==> config.mk <==
export PLATFORM = sky130hd
export DESIGN_NAME = ysyx_040750_opfetch_flat
export DESIGN_NICKNAME = d
export VERILOG_FILES = /design/src/rtl/ysyx_040750_opfetch_if.sv /design/src/rtl/ysyx_040750_opfetch.sv /design/src/flat_wrapper.sv
export SDC_FILE = /design/constraint.sdc
export NUM_CORES = 1
export LEC_CHECK = 0
export CAP_MARGIN = 20
export CORE_AREA = 2 2 261 263
export DETAILED_ROUTE_END_ITERATION = 10
export DIE_AREA = 0 0 263 265
export GPL_TIMING_DRIVEN = 0
export SYNTH_ARGS = -nofsm -noshare
export SYNTH_HDL_FRONTEND = slang
export SYNTH_SLANG_ARGS = --single-unit
==> constraint.sdc <==
create_clock -name I_sys_clk -period 3 [get_ports I_sys_clk]
set_clock_uncertainty 0.05 [all_clocks]
set_input_delay 0.45 -clock I_sys_clk [delete_from_list [all_inputs] [get_ports I_sys_clk]]
set_output_delay 0.45 -clock I_sys_clk [all_outputs]
set_load 0.005 [all_outputs]
==> src/rtl/ysyx_040750_opfetch_if.sv <==
// Operand-fetch bus bundle: decode-side request, register-file read port,
// EX/MEM/WB bypass sources, flush, and the ID/EX output handshake and payload.
// Latency/backpressure: none here; the slave modport is the stage, the master modport is its environment.
interface ysyx_040750_opfetch_if #(
    parameter int XLEN  = 64,
    parameter int CNT_W = 32
);
    logic             I_in_valid;
    logic             O_in_ready;
    logic [XLEN-1:0]  I_pc;
    logic [4:0]       I_rs1_addr;
    logic [4:0]       I_rs2_addr;
    logic [4:0]       I_rd_addr;
    logic             I_rd_wen;
    logic [4:0]       O_gpr_rs1_addr;
    logic [4:0]       O_gpr_rs2_addr;
    logic [XLEN-1:0]  I_gpr_rs1_data;
    logic [XLEN-1:0]  I_gpr_rs2_data;
    logic             I_ex_wen;
    logic [4:0]       I_ex_rd;
    logic [XLEN-1:0]  I_ex_data;
    logic             I_ex_data_ok;
    logic             I_mem_wen;
    logic [4:0]       I_mem_rd;
    logic [XLEN-1:0]  I_mem_data;
    logic             I_mem_data_ok;
    logic             I_wb_wen;
    logic [4:0]       I_wb_rd;
    logic [XLEN-1:0]  I_wb_data;
    logic             I_flush;
    logic             O_out_valid;
    logic             I_out_ready;
    logic [XLEN-1:0]  O_pc;
    logic [4:0]       O_rd_addr;
    logic             O_rd_wen;
    logic [XLEN-1:0]  O_rs1_data;
    logic [XLEN-1:0]  O_rs2_data;
    logic [CNT_W-1:0] O_stall_cnt;

    modport slave (
        input  I_in_valid, I_pc, I_rs1_addr, I_rs2_addr, I_rd_addr, I_rd_wen,
        input  I_gpr_rs1_data, I_gpr_rs2_data,
        input  I_ex_wen, I_ex_rd, I_ex_data, I_ex_data_ok,
        input  I_mem_wen, I_mem_rd, I_mem_data, I_mem_data_ok,
        input  I_wb_wen, I_wb_rd, I_wb_data,
        input  I_flush, I_out_ready,
        output O_in_ready, O_gpr_rs1_addr, O_gpr_rs2_addr,
        output O_out_valid, O_pc, O_rd_addr, O_rd_wen, O_rs1_data, O_rs2_data,
        output O_stall_cnt
    );

    modport master (
        output I_in_valid, I_pc, I_rs1_addr, I_rs2_addr, I_rd_addr, I_rd_wen,
        output I_gpr_rs1_data, I_gpr_rs2_data,
        output I_ex_wen, I_ex_rd, I_ex_data, I_ex_data_ok,
        output I_mem_wen, I_mem_rd, I_mem_data, I_mem_data_ok,
        output I_wb_wen, I_wb_rd, I_wb_data,
        output I_flush, I_out_ready,
        input  O_in_ready, O_gpr_rs1_addr, O_gpr_rs2_addr,
        input  O_out_valid, O_pc, O_rd_addr, O_rd_wen, O_rs1_data, O_rs2_data,
        input  O_stall_cnt
    );
endinterface

==> src/rtl/ysyx_040750_opfetch.sv <==
// Operand fetch: reads GPRs, bypasses EX/MEM/WB results, stalls on unready producers, feeds a 1-entry ID/EX register.
// Latency: 1 cycle (accept at edge N, payload visible after N); 1 instr/cycle when hazard-free.
// Backpressure: O_in_ready drops on hazard, flush, or a full register that EX is not draining.
// Ports: I_sys_clk/I_rst plain; everything else on bus (slave modport of ysyx_040750_opfetch_if).
module ysyx_040750_opfetch #(
    parameter int XLEN  = 64,
    parameter int CNT_W = 32
) (
    input  logic                   I_sys_clk,
    input  logic                   I_rst,
    ysyx_040750_opfetch_if.slave   bus
);
    typedef enum logic {EMPTY = 1'b0, FULL = 1'b1} state_t;

    typedef struct packed {
        logic [XLEN-1:0] pc;
        logic [4:0]      rd;
        logic            rd_wen;
        logic [XLEN-1:0] rs1;
        logic [XLEN-1:0] rs2;
    } payload_t;

    state_t           state_q, state_d;
    payload_t         pay_q, pay_d;
    logic [CNT_W-1:0] cnt_q, cnt_d;

    logic [XLEN-1:0]  op1, op2;
    logic             hz1, hz2;
    logic             hazard, in_ready, accept;

    // A producer writing x0 never forwards.
    function automatic logic hit(input logic wen, input logic [4:0] rd, input logic [4:0] a);
        return wen && (rd != 5'd0) && (rd == a);
    endfunction

    assign bus.O_gpr_rs1_addr = bus.I_rs1_addr;
    assign bus.O_gpr_rs2_addr = bus.I_rs2_addr;

    // Youngest producer wins; if it is not ready the source stalls even when an
    // older stage holds a ready value for the same register. WB is bypassed
    // because the register file writes on the same edge and reads stale data.
    always_comb begin
        op1 = '0;
        hz1 = 1'b0;
        if (bus.I_rs1_addr == 5'd0) begin
            op1 = '0;
        end else if (hit(bus.I_ex_wen, bus.I_ex_rd, bus.I_rs1_addr)) begin
            op1 = bus.I_ex_data;
            hz1 = !bus.I_ex_data_ok;
        end else if (hit(bus.I_mem_wen, bus.I_mem_rd, bus.I_rs1_addr)) begin
            op1 = bus.I_mem_data;
            hz1 = !bus.I_mem_data_ok;
        end else if (hit(bus.I_wb_wen, bus.I_wb_rd, bus.I_rs1_addr)) begin
            op1 = bus.I_wb_data;
        end else begin
            op1 = bus.I_gpr_rs1_data;
        end
    end

    always_comb begin
        op2 = '0;
        hz2 = 1'b0;
        if (bus.I_rs2_addr == 5'd0) begin
            op2 = '0;
        end else if (hit(bus.I_ex_wen, bus.I_ex_rd, bus.I_rs2_addr)) begin
            op2 = bus.I_ex_data;
            hz2 = !bus.I_ex_data_ok;
        end else if (hit(bus.I_mem_wen, bus.I_mem_rd, bus.I_rs2_addr)) begin
            op2 = bus.I_mem_data;
            hz2 = !bus.I_mem_data_ok;
        end else if (hit(bus.I_wb_wen, bus.I_wb_rd, bus.I_rs2_addr)) begin
            op2 = bus.I_wb_data;
        end else begin
            op2 = bus.I_gpr_rs2_data;
        end
    end

    assign hazard   = bus.I_in_valid && (hz1 || hz2);
    assign in_ready = !bus.I_flush && !hazard && ((state_q == EMPTY) || bus.I_out_ready);
    assign accept   = bus.I_in_valid && in_ready;

    always_comb begin
        state_d = state_q;
        pay_d   = pay_q;
        cnt_d   = cnt_q;
        unique case (state_q)
            EMPTY: if (accept) state_d = FULL;
            FULL: begin
                if (bus.I_flush)          state_d = EMPTY;
                else if (accept)          state_d = FULL;
                else if (bus.I_out_ready) state_d = EMPTY;
                else                      state_d = FULL;
            end
            default: state_d = EMPTY;
        endcase
        if (accept) begin
            pay_d.pc     = bus.I_pc;
            pay_d.rd     = bus.I_rd_addr;
            pay_d.rd_wen = bus.I_rd_wen;
            pay_d.rs1    = op1;
            pay_d.rs2    = op2;
        end
        // Saturating stall counter: holds at all-ones.
        if (hazard && !bus.I_flush && (cnt_q != {CNT_W{1'b1}}))
            cnt_d = cnt_q + {{(CNT_W-1){1'b0}}, 1'b1};
    end

    always_ff @(posedge I_sys_clk) begin
        if (I_rst) begin
            state_q <= EMPTY;
            pay_q   <= '0;
            cnt_q   <= '0;
        end else begin
            state_q <= state_d;
            pay_q   <= pay_d;
            cnt_q   <= cnt_d;
        end
    end

    assign bus.O_in_ready  = in_ready;
    assign bus.O_out_valid = (state_q == FULL);
    assign bus.O_pc        = pay_q.pc;
    assign bus.O_rd_addr   = pay_q.rd;
    assign bus.O_rd_wen    = pay_q.rd_wen;
    assign bus.O_rs1_data  = pay_q.rs1;
    assign bus.O_rs2_data  = pay_q.rs2;
    assign bus.O_stall_cnt = cnt_q;
endmodule
==> src/flat_wrapper.sv <==
// flat-port wrapper written by rule: the top's interface ports become plain ports
module ysyx_040750_opfetch_flat 
#(
    parameter int XLEN  = 64,
    parameter int CNT_W = 32
)
  (I_sys_clk, I_rst, bus_I_in_valid, bus_I_pc, bus_I_rs1_addr, bus_I_rs2_addr, bus_I_rd_addr, bus_I_rd_wen, bus_I_gpr_rs1_data, bus_I_gpr_rs2_data, bus_I_ex_wen, bus_I_ex_rd, bus_I_ex_data, bus_I_ex_data_ok, bus_I_mem_wen, bus_I_mem_rd, bus_I_mem_data, bus_I_mem_data_ok, bus_I_wb_wen, bus_I_wb_rd, bus_I_wb_data, bus_I_flush, bus_I_out_ready, bus_O_in_ready, bus_O_gpr_rs1_addr, bus_O_gpr_rs2_addr, bus_O_out_valid, bus_O_pc, bus_O_rd_addr, bus_O_rd_wen, bus_O_rs1_data, bus_O_rs2_data, bus_O_stall_cnt);
  ysyx_040750_opfetch_if #(.XLEN(XLEN), .CNT_W(CNT_W)) bus_i ();
  input  logic I_sys_clk;
  input  logic I_rst;
  input wire logic [$bits(bus_i.I_in_valid)-1:0] bus_I_in_valid;
  input wire logic [$bits(bus_i.I_pc)-1:0] bus_I_pc;
  input wire logic [$bits(bus_i.I_rs1_addr)-1:0] bus_I_rs1_addr;
  input wire logic [$bits(bus_i.I_rs2_addr)-1:0] bus_I_rs2_addr;
  input wire logic [$bits(bus_i.I_rd_addr)-1:0] bus_I_rd_addr;
  input wire logic [$bits(bus_i.I_rd_wen)-1:0] bus_I_rd_wen;
  input wire logic [$bits(bus_i.I_gpr_rs1_data)-1:0] bus_I_gpr_rs1_data;
  input wire logic [$bits(bus_i.I_gpr_rs2_data)-1:0] bus_I_gpr_rs2_data;
  input wire logic [$bits(bus_i.I_ex_wen)-1:0] bus_I_ex_wen;
  input wire logic [$bits(bus_i.I_ex_rd)-1:0] bus_I_ex_rd;
  input wire logic [$bits(bus_i.I_ex_data)-1:0] bus_I_ex_data;
  input wire logic [$bits(bus_i.I_ex_data_ok)-1:0] bus_I_ex_data_ok;
  input wire logic [$bits(bus_i.I_mem_wen)-1:0] bus_I_mem_wen;
  input wire logic [$bits(bus_i.I_mem_rd)-1:0] bus_I_mem_rd;
  input wire logic [$bits(bus_i.I_mem_data)-1:0] bus_I_mem_data;
  input wire logic [$bits(bus_i.I_mem_data_ok)-1:0] bus_I_mem_data_ok;
  input wire logic [$bits(bus_i.I_wb_wen)-1:0] bus_I_wb_wen;
  input wire logic [$bits(bus_i.I_wb_rd)-1:0] bus_I_wb_rd;
  input wire logic [$bits(bus_i.I_wb_data)-1:0] bus_I_wb_data;
  input wire logic [$bits(bus_i.I_flush)-1:0] bus_I_flush;
  input wire logic [$bits(bus_i.I_out_ready)-1:0] bus_I_out_ready;
  output wire logic [$bits(bus_i.O_in_ready)-1:0] bus_O_in_ready;
  output wire logic [$bits(bus_i.O_gpr_rs1_addr)-1:0] bus_O_gpr_rs1_addr;
  output wire logic [$bits(bus_i.O_gpr_rs2_addr)-1:0] bus_O_gpr_rs2_addr;
  output wire logic [$bits(bus_i.O_out_valid)-1:0] bus_O_out_valid;
  output wire logic [$bits(bus_i.O_pc)-1:0] bus_O_pc;
  output wire logic [$bits(bus_i.O_rd_addr)-1:0] bus_O_rd_addr;
  output wire logic [$bits(bus_i.O_rd_wen)-1:0] bus_O_rd_wen;
  output wire logic [$bits(bus_i.O_rs1_data)-1:0] bus_O_rs1_data;
  output wire logic [$bits(bus_i.O_rs2_data)-1:0] bus_O_rs2_data;
  output wire logic [$bits(bus_i.O_stall_cnt)-1:0] bus_O_stall_cnt;
  assign bus_i.I_in_valid = bus_I_in_valid;
  assign bus_i.I_pc = bus_I_pc;
  assign bus_i.I_rs1_addr = bus_I_rs1_addr;
  assign bus_i.I_rs2_addr = bus_I_rs2_addr;
  assign bus_i.I_rd_addr = bus_I_rd_addr;
  assign bus_i.I_rd_wen = bus_I_rd_wen;
  assign bus_i.I_gpr_rs1_data = bus_I_gpr_rs1_data;
  assign bus_i.I_gpr_rs2_data = bus_I_gpr_rs2_data;
  assign bus_i.I_ex_wen = bus_I_ex_wen;
  assign bus_i.I_ex_rd = bus_I_ex_rd;
  assign bus_i.I_ex_data = bus_I_ex_data;
  assign bus_i.I_ex_data_ok = bus_I_ex_data_ok;
  assign bus_i.I_mem_wen = bus_I_mem_wen;
  assign bus_i.I_mem_rd = bus_I_mem_rd;
  assign bus_i.I_mem_data = bus_I_mem_data;
  assign bus_i.I_mem_data_ok = bus_I_mem_data_ok;
  assign bus_i.I_wb_wen = bus_I_wb_wen;
  assign bus_i.I_wb_rd = bus_I_wb_rd;
  assign bus_i.I_wb_data = bus_I_wb_data;
  assign bus_i.I_flush = bus_I_flush;
  assign bus_i.I_out_ready = bus_I_out_ready;
  assign bus_O_in_ready = bus_i.O_in_ready;
  assign bus_O_gpr_rs1_addr = bus_i.O_gpr_rs1_addr;
  assign bus_O_gpr_rs2_addr = bus_i.O_gpr_rs2_addr;
  assign bus_O_out_valid = bus_i.O_out_valid;
  assign bus_O_pc = bus_i.O_pc;
  assign bus_O_rd_addr = bus_i.O_rd_addr;
  assign bus_O_rd_wen = bus_i.O_rd_wen;
  assign bus_O_rs1_data = bus_i.O_rs1_data;
  assign bus_O_rs2_data = bus_i.O_rs2_data;
  assign bus_O_stall_cnt = bus_i.O_stall_cnt;
  ysyx_040750_opfetch #(.XLEN(XLEN), .CNT_W(CNT_W)) u_core (.I_sys_clk(I_sys_clk), .I_rst(I_rst), .bus(bus_i));
endmodule
# [Word-level counts from Yosys, hierarchy flattened]
# Cells that the tools add are included.
[word_totals] word_cells=61 input_bits=425 output_inout_bits=242 reg_bits=231
[classes] n_reduce_logical=26 add_sub_neg=1 n_eq_ne=7 bitwise_logic=1 n_mux=19
[op_table] op="two-way mux 64 bit" count=8
[op_table] op="adder 32 x 1 -> 32 bit, second input constant" count=1
[op_table] op="inequality test 32 bit, second input constant" count=1
[op_table] op="== test 5 bit" count=6
[op_table] op="logical AND 1 bit" count=15
[op_table] op="nonzero test 5 bit" count=3
[op_table] op="logical NOT 5 bit" count=2
[op_table] op="two-way mux 1 bit" count=10
[op_table] op="logical NOT 1 bit" count=4
[op_table] op="logical OR 1 bit" count=2
[op_table] op="one-hot mux 1 bit (2 select lines)" count=1
[op_table] op="NOT 1 bit" count=1

# [Longest topological paths before layout]
# Gate-level depths: netlist of run 1.
[logic_depth] depth_word=15 ltp_mapped=11 mapped_depth_nobuf=8

# [Worst setup path before layout of run 1]
# OpenSTA, ideal clock, no wires.
[synth_timing] path_kind="input port to output port" from="input bus_I_ex_rd[3]" to="output bus_O_in_ready" path_slack_ns=0.367 stages=8 arrival_ns=2.133 path_buffers=1 t_required_ns=2.500 path_cell_list="or4_1 -> o21ai_1 -> or4_1 -> a22o_1 -> a21oi_2 -> clkbuf_1 -> nor2b_1 -> nor3b_1"
[synth_between] elab_chain_len=10 word_cells_on_any_way=15 cone_classes="eq/ne: 2; mux: 4; reduce/logical: 9"
[synth_rtl] item="from (decl)" line_no="flat_wrapper.sv:20" source="input wire logic [$bits(bus_i.I_ex_rd)-1:0] bus_I_ex_rd;"
[synth_rtl] item="nonzero test 5 bit" line_no="ysyx_040750_opfetch.sv:33" source="return wen && (rd != 5'd0) && (rd == a);"
[synth_rtl] item="logical AND 1 bit (2 in a row)" line_no="ysyx_040750_opfetch.sv:33"
[synth_rtl] item="two-way mux 1 bit (on tied branches)" line_no="ysyx_040750_opfetch.sv:47, ysyx_040750_opfetch.sv:65"
[synth_rtl] item="two-way mux 1 bit (on tied branches)" line_no="ysyx_040750_opfetch.sv:45, ysyx_040750_opfetch.sv:63"
[synth_rtl] item="logical OR 1 bit *" line_no="ysyx_040750_opfetch.sv:78" source="assign hazard = bus.I_in_valid && (hz1 || hz2);"
[synth_rtl] item="logical AND 1 bit *" line_no="ysyx_040750_opfetch.sv:78"
[synth_rtl] item="logical NOT 1 bit *" line_no="ysyx_040750_opfetch.sv:79" source="assign in_ready = !bus.I_flush && !hazard && ((state_q == EMPTY) || bus.I_out_ready);"
[synth_rtl] item="logical AND 1 bit * (2 in a row)" line_no="ysyx_040750_opfetch.sv:79"
[synth_rtl] item="to (decl)" line_no="flat_wrapper.sv:32" source="output wire logic [$bits(bus_i.O_in_ready)-1:0] bus_O_in_ready;"
# Every way passes the cells marked *; elsewhere a longest branch is shown, timed or not.

# [Worst setup path after layout of run 1]
[layout_timing] from="input bus_I_ex_wen" to="output bus_O_in_ready"
[layout_between] elab_chain_len=9 word_cells_on_any_way=12 cone_classes="mux: 4; reduce/logical: 8"
[layout_rtl] item="from (decl)" line_no="flat_wrapper.sv:19" source="input wire logic [$bits(bus_i.I_ex_wen)-1:0] bus_I_ex_wen;"
[layout_rtl] item="logical AND 1 bit *" line_no="ysyx_040750_opfetch.sv:33"
[layout_rtl] item="logical AND 1 bit" line_no="ysyx_040750_opfetch.sv:33"
[layout_rtl] item="two-way mux 1 bit (on tied branches)" line_no="ysyx_040750_opfetch.sv:47, ysyx_040750_opfetch.sv:65"
[layout_rtl] item="two-way mux 1 bit (on tied branches)" line_no="ysyx_040750_opfetch.sv:45, ysyx_040750_opfetch.sv:63"
[layout_rtl] item="logical OR 1 bit *" line_no="ysyx_040750_opfetch.sv:78"
[layout_rtl] item="logical AND 1 bit *" line_no="ysyx_040750_opfetch.sv:78"
[layout_rtl] item="logical NOT 1 bit *" line_no="ysyx_040750_opfetch.sv:79"
[layout_rtl] item="logical AND 1 bit * (2 in a row)" line_no="ysyx_040750_opfetch.sv:79"
# Marks and branches as above.

==> results.yml, run 1 <==
synth:
  synth_top_cell_by_area: "dfxtp_1"
  synth_top_flop_cell: "dfxtp_1"
  ys_top_cells_by_area: "dfxtp_1 39%, mux2i_1 11%, o2bb2ai_1 9.4%"
  seq_area_frac_synth_pct: 38.6
  yosysMostFrequentCell: "dfxtp_1"
  yosysWarningCount: 0
  synth-edff-count: 0
  netlist_area_mm2: 0.0120
  synth_top_area_share_pct: 38.6
  synthTopCellsByCount: "231 x dfxtp_1, 206 x a21oi_1, 174 x nor2_1"
  syn_inst: 1450
  ys_async_sr_fraction_pct: 0
  avgSynthCellArea_um2: 8.27
  synth_cell_types: 39
  syn_nets: 1876
  ys_ff_latch: 231
setup_path:
  crit_fanout: 5
  cp.required_ns: 2.50
  cp.arrival_ns: 2.54
  worstSetupPathType: "in2out"
  critPathCaptureType: "primary output"
  critPathLaunchType: "primary input"
final_layout:
  area.sequential_mm2: 0.00462
  multiInputGateArea_mm2: 0.00686
  drive_above_1_share_pct: 8.10
  fill_cells: 7138
  post-route-util_pct: 31.4
  area_growth_pct: 75.1
  nNetsFinal: 2577
floorplan:
  floorplan.initialDensity_pct: 17.9
  die_h_um: 265
  die_area_mm2: 0.0697
  rows: 95
  die_x_um: 263
  core_mm2: 0.0668
  io-pin-count: 667
global_routing:
  grt_pass1_vias: 14100
  use_met1_pct: 23.1
  track_usage_pct: 19.5
  grt_util_met2_pct: 32.7
  grt_antenna_before_repair: 14
  grt_pass1_wl_mm: 99.6
  grt_max_degree: 15
  use_met3_pct: 5.85
  overflow: 0
  grt-busiest-layer: "met2"
worst_hold_path:
  hold_class: "in2reg"
power:
  p_switching_mw: 2.44
  p_int_mw: 6.40
  seq_power_share_pct: 37.3
  power.density_mw_per_mm2: 422
  p_sw_share_pct: 27.6
  ir_drop_mv: 0.367
  p_comb_share_pct: 21.1
  clkPwrFrac_pct: 41.6
  leakage_nw: 7.10
run_status:
  violations: "setup timing"
  status: "complete, but fails checks"
clock_tree:
  cts_sinks: 231
  cts_buffers: 29
  clk_latency_ns: 0.57
  htreeDepth: 1
  cts_tree: "built"
  cts_buffer_depth: 3
  clkTransAtPathRegs_ns: 0.06
  clockRootBuffer: "clkbuf_16"
detailed_routing:
  wl_per_cell_um: 23.4
  route.detailed.drc: 0
  first_pass_iters: 5
  drt-vias-per-instance: 4.62
  drtIter0Drc: 900
  num_vias: 14100
  routed_wl_mm: 71.4
  ant_nets: 0
sta:
  maxSlewViolCount: 0
  min_period_over_period_pct: 101
  setup_viol: 1
  tightest_slew_ns: 0.888
  max_freq_mhz: 329
  slew_headroom_pct: 40.8
  setup_ws_ns: -0.0431
  min_period_ns: 3.04
  rsz0062_at_grt: "true"
  finalHoldViolCount: 0
  whs_ns: 0.359
placed_design:
  place_hpwl_mm: 57.9
  gp_congestion: 0.922
  io_buffers: 665
flow_run:
  maxCapViolations: 0
[power groups by stage]
stage          sequential (mW)  combinational [mW]  clock (mW)
2_1_floorplan             3.37               0.564           0
3_3_place_gp              3.36                1.84           0
4_1_cts                   3.30                1.86        3.77
3_5_place_dp              3.36                1.85           0
5_1_grt                   3.32                1.99        3.86
6_report                  3.30                1.87        3.68
[repair_timing]
item / in CTS / in global routing
gates resized for setup: 73 / 79
setup buffers: 3 / 1
hold endpoints to repair: 0 / 0
setup endpoints to repair: 199 / 133
pin swaps: 2 / 3
hold buffers: 0 / 0
[logic make-up (layout without fill, tap and decap cells)]
group,Yosys count,after routing,share of synthesized area [%]
mux,129,129,10.8
compound gates,475,475,26.7
simple gates,416,416,14.5
buf+inv,141,865,5.11
other cells,0,2,0
xor+xnor,57,57,4.16
fa+ha+maj,1,1,0.104
flops,231,231,38.6
[cell usage in the layout, fill, tap and decap left out, types with 3 or more instances in the layout]
cell and count:
buf_4 23, clkbuf_8 9, nor2_1 173, clkbuf_4 9, dlygate4sd2_1 11, nand3_1 23, o21ai_0 4, clkdlybuf4s50_1 649
xor2_1 14, buf_2 21, nand2_1 156, nand2b_1 3, clkbuf_16 29, clkbuf_1 49, o2bb2ai_1 128, nand4_1 7
or4_1 3, buf_1 4, clkbuf_2 39, xnor2_1 43, a211oi_2 13, clkinv_2 7, and3_1 7, clkinv_4 3
nor4_1 7, dfxtp_1 231, nor3_1 17, a21oi_1 206, a211oi_1 115, mux2i_1 128, or3_1 4
[sequential cells by signal, summed over array words and instances, names as in the netlist]
signal	count
u_core.bus.O_out_valid	1
u_core.bus.O_pc	64
u_core.bus.O_rd_addr	5
u_core.bus.O_rd_wen	1
u_core.bus.O_rs1_data	64
u_core.bus.O_rs2_data	64
u_core.bus.O_stall_cnt	32
[routing by layer]
metal  vias up  wire length (um)
li1       6662                 -
met1      6581             28800
met2       712             33200
met3       128              6390
met4        18              2840
met5         -               115
[per-stage QoR]
stage | setup WS (ns) | instance area [um^2] | cells | power [mW] | setup TNS (ns)
6_report | -0.0431 | 21000 | 3049 | 8.85 | -0.0431
5_1_grt | -0.0585 | 21000 | 3049 | 9.17 | -0.0597
4_1_cts | -0.137 | 20900 | 3046 | 8.94 | -0.137
3_5_place_dp | -1.48 | 19800 | 2989 | 5.21 | -224.69
3_3_place_gp | -1.73 | 19700 | 2988 | 5.20 | -231.83
2_1_floorplan | 0.367 | 12000 | 1450 | 3.93 | 0
[layout make-up]
class,count,area share [%]
inverter,2,0.0358
clock inverter,16,0.733
timing repair buffer,670,31.9
buffer,139,3.41
clock buffer,38,4.00
sequential,231,22.0
tap,873,5.20
multi-input combinational,1078,32.7
antenna,2,0.0238
[final timing paths]
path,cells past startpoint,end,slack [ns],startpoint
worst min-delay path,3,u_core.bus.O_pc[10]$_SDFFE_PP0P_,0.36,bus_I_pc[10]
worst max-delay path,9,bus_O_in_ready,-0.04,bus_I_ex_wen
worst min register to register,2,u_core.bus.O_pc[10]$_SDFFE_PP0P_,0.40,u_core.bus.O_pc[10]$_SDFFE_PP0P_
worst max register to register,9,u_core.bus.O_stall_cnt[28]$_SDFFE_PP0P_,0.42,u_core.bus.O_stall_cnt[5]$_SDFFE_PP0P_
[critical path, cell delays in order]
cell	delay, ns
clkdlybuf4s50_1	0.47
o21ai_2	0.09
or4_1	0.55
a22o_1	0.28
a21oi_4	0.17
clkbuf_8	0.15
nor2b_1	0.03
nor3b_1	0.19
buf_2	0.16
No activity file was read; power rests on OpenSTA's default activity.
==> run 2, diff against run 1 <==
--- a/config.mk
+++ b/config.mk
@@ -7,6 +7,7 @@
 export LEC_CHECK = 0
 export CAP_MARGIN = 20
 export CORE_AREA = 2 2 261 263
+export CTS_CLUSTER_SIZE = 12
 export DETAILED_ROUTE_END_ITERATION = 10
 export DIE_AREA = 0 0 263 265
 export GPL_TIMING_DRIVEN = 0
==> run 2 against run 1 <==
The flow still finishes with violations (setup timing); core utilization hardly changed; flip-flop and latch count stayed put; combinational power hardly changed; global-route usage stayed put; first-iteration DRC count is 1.4% lower; largest cell class unchanged; highest routed layer unchanged.
==> results.yml, run 2 (synthesis results as in run 1) <==
setup_path:
  crit_buf_inv: 3
  cp_slowest_cell: "or4_1"
  crit_path_cell_trace: "clkdlybuf4s50_1 -> o21ai_2 -> or4_1 -> a22o_1 -> a21oi_4 -> clkbuf_8 -> nor2b_1 -> nor3b_1 -> buf_2"
  critPathCaptureType: "primary output"
  rrSetupSlack_ns: 0.41
  cp.required_ns: 2.50
  crit_family: "buffers and inverters"
  worstSetupPathType: "in2out"
  cp.arrival_ns: 2.54
  critPathMaxStageDelay_ns: 0.55
  crit_fanout: 5
  critPathLaunchType: "primary input"
detailed_routing:
  routed_wl_mm: 71.3
  ant_nets: 0
  drtIter0Drc: 887
  route.detailed.drc: 0
  wl_per_cell_um: 23.4
  num_vias: 14100
  first_pass_iters: 5
  drt-vias-per-instance: 4.63
flow_run:
  maxCapViolations: 0
power:
  power.density_mw_per_mm2: 421
  ir_drop_mv: 0.367
  total_power_mw: 8.84
  leakage_nw: 7.10
run_status:
  violations: "setup timing"
  status: "complete, but fails checks"
floorplan:
  rows: 95
  die_x_um: 263
  io-pin-count: 667
  floorplan.initialDensity_pct: 17.9
  die_h_um: 265
  die_area_mm2: 0.0697
  core_mm2: 0.0668
global_routing:
  grt_pass1_vias: 14100
  grt_pass1_wl_mm: 99.6
  grt_antenna_before_repair: 14
  track_usage_pct: 19.5
  grt_max_degree: 15
  overflow: 0
sta:
  rsz0062_at_grt: "true"
  setup_viol: 1
  min_period_ns: 3.04
  finalHoldViolCount: 0
  max_freq_mhz: 329
  setup_ws_ns: -0.0382
  tightest_slew_ns: 0.895
  maxSlewViolCount: 0
  slew_headroom_pct: 40.3
  min_period_over_period_pct: 101
final_layout:
  drive_above_1_share_pct: 8.10
  final_cells: 3049
  mostFrequentLayoutCells: "649 x clkdlybuf4s50_1, 231 x dfxtp_1, 206 x a21oi_1, 173 x nor2_1, 156 x nand2_1"
  area_growth_pct: 75.1
  nNetsFinal: 2577
  final_common_cell: "clkdlybuf4s50_1"
clock_tree:
  htreeDepth: 1
  clk_latency_ns: 0.58
  cts_sinks: 231
  cts_tree: "built"
  ctsHoldBuffers: 0
  clockRootBuffer: "clkbuf_16"
  cts_buffer_depth: 3
  cts_buffers: 29
  clkTransAtPathRegs_ns: 0.06
placed_design:
  io_buffers: 665
  dp_slack_ns: -1.48
  place_hpwl_mm: 57.9
  place_inst: 2989
  gp_congestion: 0.922
worst_hold_path:
  hold_class: "in2reg"
run 2: cell count changes in the layout (fill, tap and decap cells not counted), sizes merged:
| cell | previous run | this run |
|---|---|---|
| clkbuf | 135 | 134 |
| buf | 50 | 51 |
run 2: layout make-up:
cell class,count,area [um^2]
Fill cell,7136,45800
Multi-Input combinational cell,1078,6860
Timing Repair Buffer,670,6690
Sequential cell,231,4620
Tap cell,873,1090
Clock buffer,38,840
Buffer,139,713
Clock inverter,16,154
Inverter,2,7.51
Antenna cell,2,5.00
run 2: metrics by stage:
step           setup TNS, ns  hold WS [ns]  cell area [um^2]  utilization (%)
2_1_floorplan              0         0.403             12000                -
3_3_place_gp         -231.83         0.392             19700             29.5
3_5_place_dp         -224.69         0.395             19800             29.6
4_1_cts               -0.137         0.320             20900             31.3
5_1_grt              -0.0607         0.339             21000             31.4
6_report             -0.0382         0.360             21000             31.4
run 2: power by group:
group | switching [mW] | internal, mW
sequential | 0.0838 | 3.22
combinational | 0.821 | 1.04
clock | 1.53 | 2.14
total | 2.43 | 6.40
run 2: what timing repair did:
action                                  4_1_cts  5_1_grt
resized for setup                            73       78
endpoints found under the setup margin      199      133
hold endpoints to repair                      0        0
buffers inserted                              3        1
pin swaps                                     2        3
run 2: routing by layer:
metal / global-route usage [%] / routed length (um)
met2: 32.7 / 33100
met3: 5.85 / 6470
met4: 7.86 / 2940
met5: 0 / 109
met1: 23.1 / 28700
run 2: worst paths after layout:
kind,startpoint,to,cells after the start
min reg2reg,u_core.bus.O_pc[10]$_SDFFE_PP0P_,u_core.bus.O_pc[10]$_SDFFE_PP0P_,2
max reg2reg,u_core.bus.O_stall_cnt[7]$_SDFFE_PP0P_,u_core.bus.O_stall_cnt[28]$_SDFFE_PP0P_,9
min,bus_I_pc[10],u_core.bus.O_pc[10]$_SDFFE_PP0P_,3
max,bus_I_ex_wen,bus_O_in_ready,9
run 2: worst min-delay path, cell delays in order:
cell and delay, ns:
clkdlybuf4s50_1 0.40, nand2_1 0.05, a21oi_1 0.05
==> run 3, diff against run 2 <==
--- a/config.mk
+++ b/config.mk
@@ -11,6 +11,7 @@
 export DETAILED_ROUTE_END_ITERATION = 10
 export DIE_AREA = 0 0 263 265
 export GPL_TIMING_DRIVEN = 0
+export SETUP_SLACK_MARGIN = 0.5
 export SYNTH_ARGS = -nofsm -noshare
 export SYNTH_HDL_FRONTEND = slang
 export SYNTH_SLANG_ARGS = --single-unit
==> run 3 against run 2 <==
The flow now finishes without violations; flip-flop and latch count did not move; maximum frequency rose by 12%; wire length rose by 1.8%; clock power rose by 9.8%; final cell count rose by 0.92%; highest routed layer unchanged.
==> results.yml, run 3 (synthesis results as in run 1) <==
setup_path:
  crit_fanout: 5
  critPathCaptureType: "primary output"
  cp.arrival_ns: 2.21
  cp.required_ns: 2.50
  r2r_cells: 9
  critPathLaunchType: "primary input"
  r2r-end: "u_core.bus.O_stall_cnt[28]$_SDFFE_PP0P_"
  rrSetupSlack_ns: 0.62
  worstSetupPathType: "in2out"
  timing.rr.start: "u_core.bus.O_stall_cnt[4]$_SDFFE_PP0P_"
clock_tree:
  clkTransAtPathRegs_ns: 0.06
  clockRootBuffer: "clkbuf_16"
  cts_buffers: 30
  htreeDepth: 1
  cts_tree: "built"
  cts_sinks: 231
  clk_latency_ns: 0.61
  ctsHoldBuffers: 0
  cts_buffer_depth: 3
detailed_routing:
  drt-vias-per-instance: 4.63
  drtIter0Drc: 1064
  first_pass_iters: 5
  route.detailed.drc: 0
  routed_wl_mm: 72.6
  num_vias: 14300
  ant_nets: 0
  wl_per_cell_um: 23.6
power:
  leakage_nw: 7.69
  ir_drop_mv: 0.381
  power.density_mw_per_mm2: 422
  total_power_mw: 9.40
global_routing:
  grt_max_degree: 17
  grt_antenna_before_repair: 13
  overflow: 0
  grt_pass1_vias: 14400
  grt_pass1_wl_mm: 101
  track_usage_pct: 19.5
sta:
  setup_ws_ns: 0.292
  min_period_over_period_pct: 90.3
  tightest_slew_ns: 0.728
  rsz0062_at_grt: "true"
  finalHoldViolCount: 0
  max_freq_mhz: 369
  slew_headroom_pct: 51.5
  maxSlewViolCount: 0
  min_period_ns: 2.71
  setup_viol: 0
final_layout:
  post-route-util_pct: 33.4
  fill_cells: 7008
  mostFrequentLayoutCells: "639 x clkdlybuf4s50_1, 229 x dfxtp_1, 201 x a21oi_1, 170 x nor2_1, 155 x nand2_1"
  multiInputGateArea_mm2: 0.00718
  area_growth_pct: 85.9
  nNetsFinal: 2605
  final_common_cell: "clkdlybuf4s50_1"
  fin_area_mm2: 0.0223
  final_cells: 3077
  drive_above_1_share_pct: 12.4
  area.sequential_mm2: 0.00463
floorplan:
  die_x_um: 263
  io-pin-count: 667
  die_h_um: 265
  core_mm2: 0.0668
  rows: 95
  floorplan.initialDensity_pct: 17.9
  die_area_mm2: 0.0697
flow_run:
  maxCapViolations: 0
placed_design:
  gp_congestion: 0.905
  place_area_mm2: 0.0199
  place_inst: 2989
  dp_slack_ns: -1.56
  io_buffers: 665
  place_hpwl_mm: 57.2
worst_hold_path:
  hold_class: "in2reg"
  whs_path_depth: 3
  min_to: "u_core.bus.O_pc[45]$_SDFFE_PP0P_"
  hold_start: "bus_I_pc[45]"
run_status:
  status: "completed"
## run 3: cell type report
cell class / count / area share, %
repair buffers: 697 / 32.5
multi-input cells: 1078 / 32.2
flip-flops and latches: 231 / 20.8
well taps: 873 / 4.90
plain buffers: 139 / 4.59
clock buffers: 42 / 3.98
clock inverters: 12 / 0.983
inverters: 2 / 0.0337
diodes: 3 / 0.0337
## run 3: metrics by stage
step / TNS [ns] / hold slack [ns]
finish: 0 / 0.340
global route: 0 / 0.327
CTS: 0 / 0.295
detailed placement: -222.77 / 0.395
global placement: -226.36 / 0.392
floorplan: 0 / 0.403
## run 3: repair_timing
action	4_1_cts	5_1_grt
setup endpoints to repair	232	171
resized for setup	205	143
gates cloned	0	16
pin swaps	20	8
buffers inserted	5	10
## run 3: worst max-delay path by stage
stage                       from                                    end  cells past startpoint
2_1_floorplan     bus_I_ex_rd[4]  u_core.bus.O_rs2_data[0]$_SDFFE_PP0P_                     11
3_3_place_gp   bus_I_rs2_addr[4]  u_core.bus.O_rs2_data[9]$_SDFFE_PP0P_                     10
3_5_place_dp   bus_I_rs2_addr[4]  u_core.bus.O_rs2_data[5]$_SDFFE_PP0P_                     10
4_1_cts        bus_I_rs2_addr[1]                         bus_O_in_ready                     10
5_1_grt        bus_I_rs2_addr[4]                         bus_O_in_ready                     10
6_report       bus_I_rs2_addr[4]                         bus_O_in_ready                     10
## run 3: critical path, cell delays in order
cell	delay, ns
buf_12	0.12
xnor2_2	0.15
nand2_1	0.08
or4_4	0.51
a22o_4	0.28
a21oi_4	0.13
clkbuf_8	0.15
nor2b_2	0.04
nor3b_2	0.15
buf_2	0.14
## run 3: routing by layer
metal,track usage [%],routed length [um],part of all wire [%]
met1,23.4,29200,40
met2,34.2,35200,48
met3,5.40,6140,8.5
met4,5.03,1940,2.7
met5,0,129,0.18
## run 3: power breakdown
| group | switching [mW] | leakage, nW | total (mW) | internal [mW] |
|---|---|---|---|---|
| Clock | 1.55 | 0.536 | 4.03 | 2.48 |
| Sequential | 0.0863 | 1.88 | 3.30 | 3.22 |
| Combinational | 0.867 | 5.27 | 2.06 | 1.20 |
| Total | 2.50 | 7.69 | 9.40 | 6.90 |
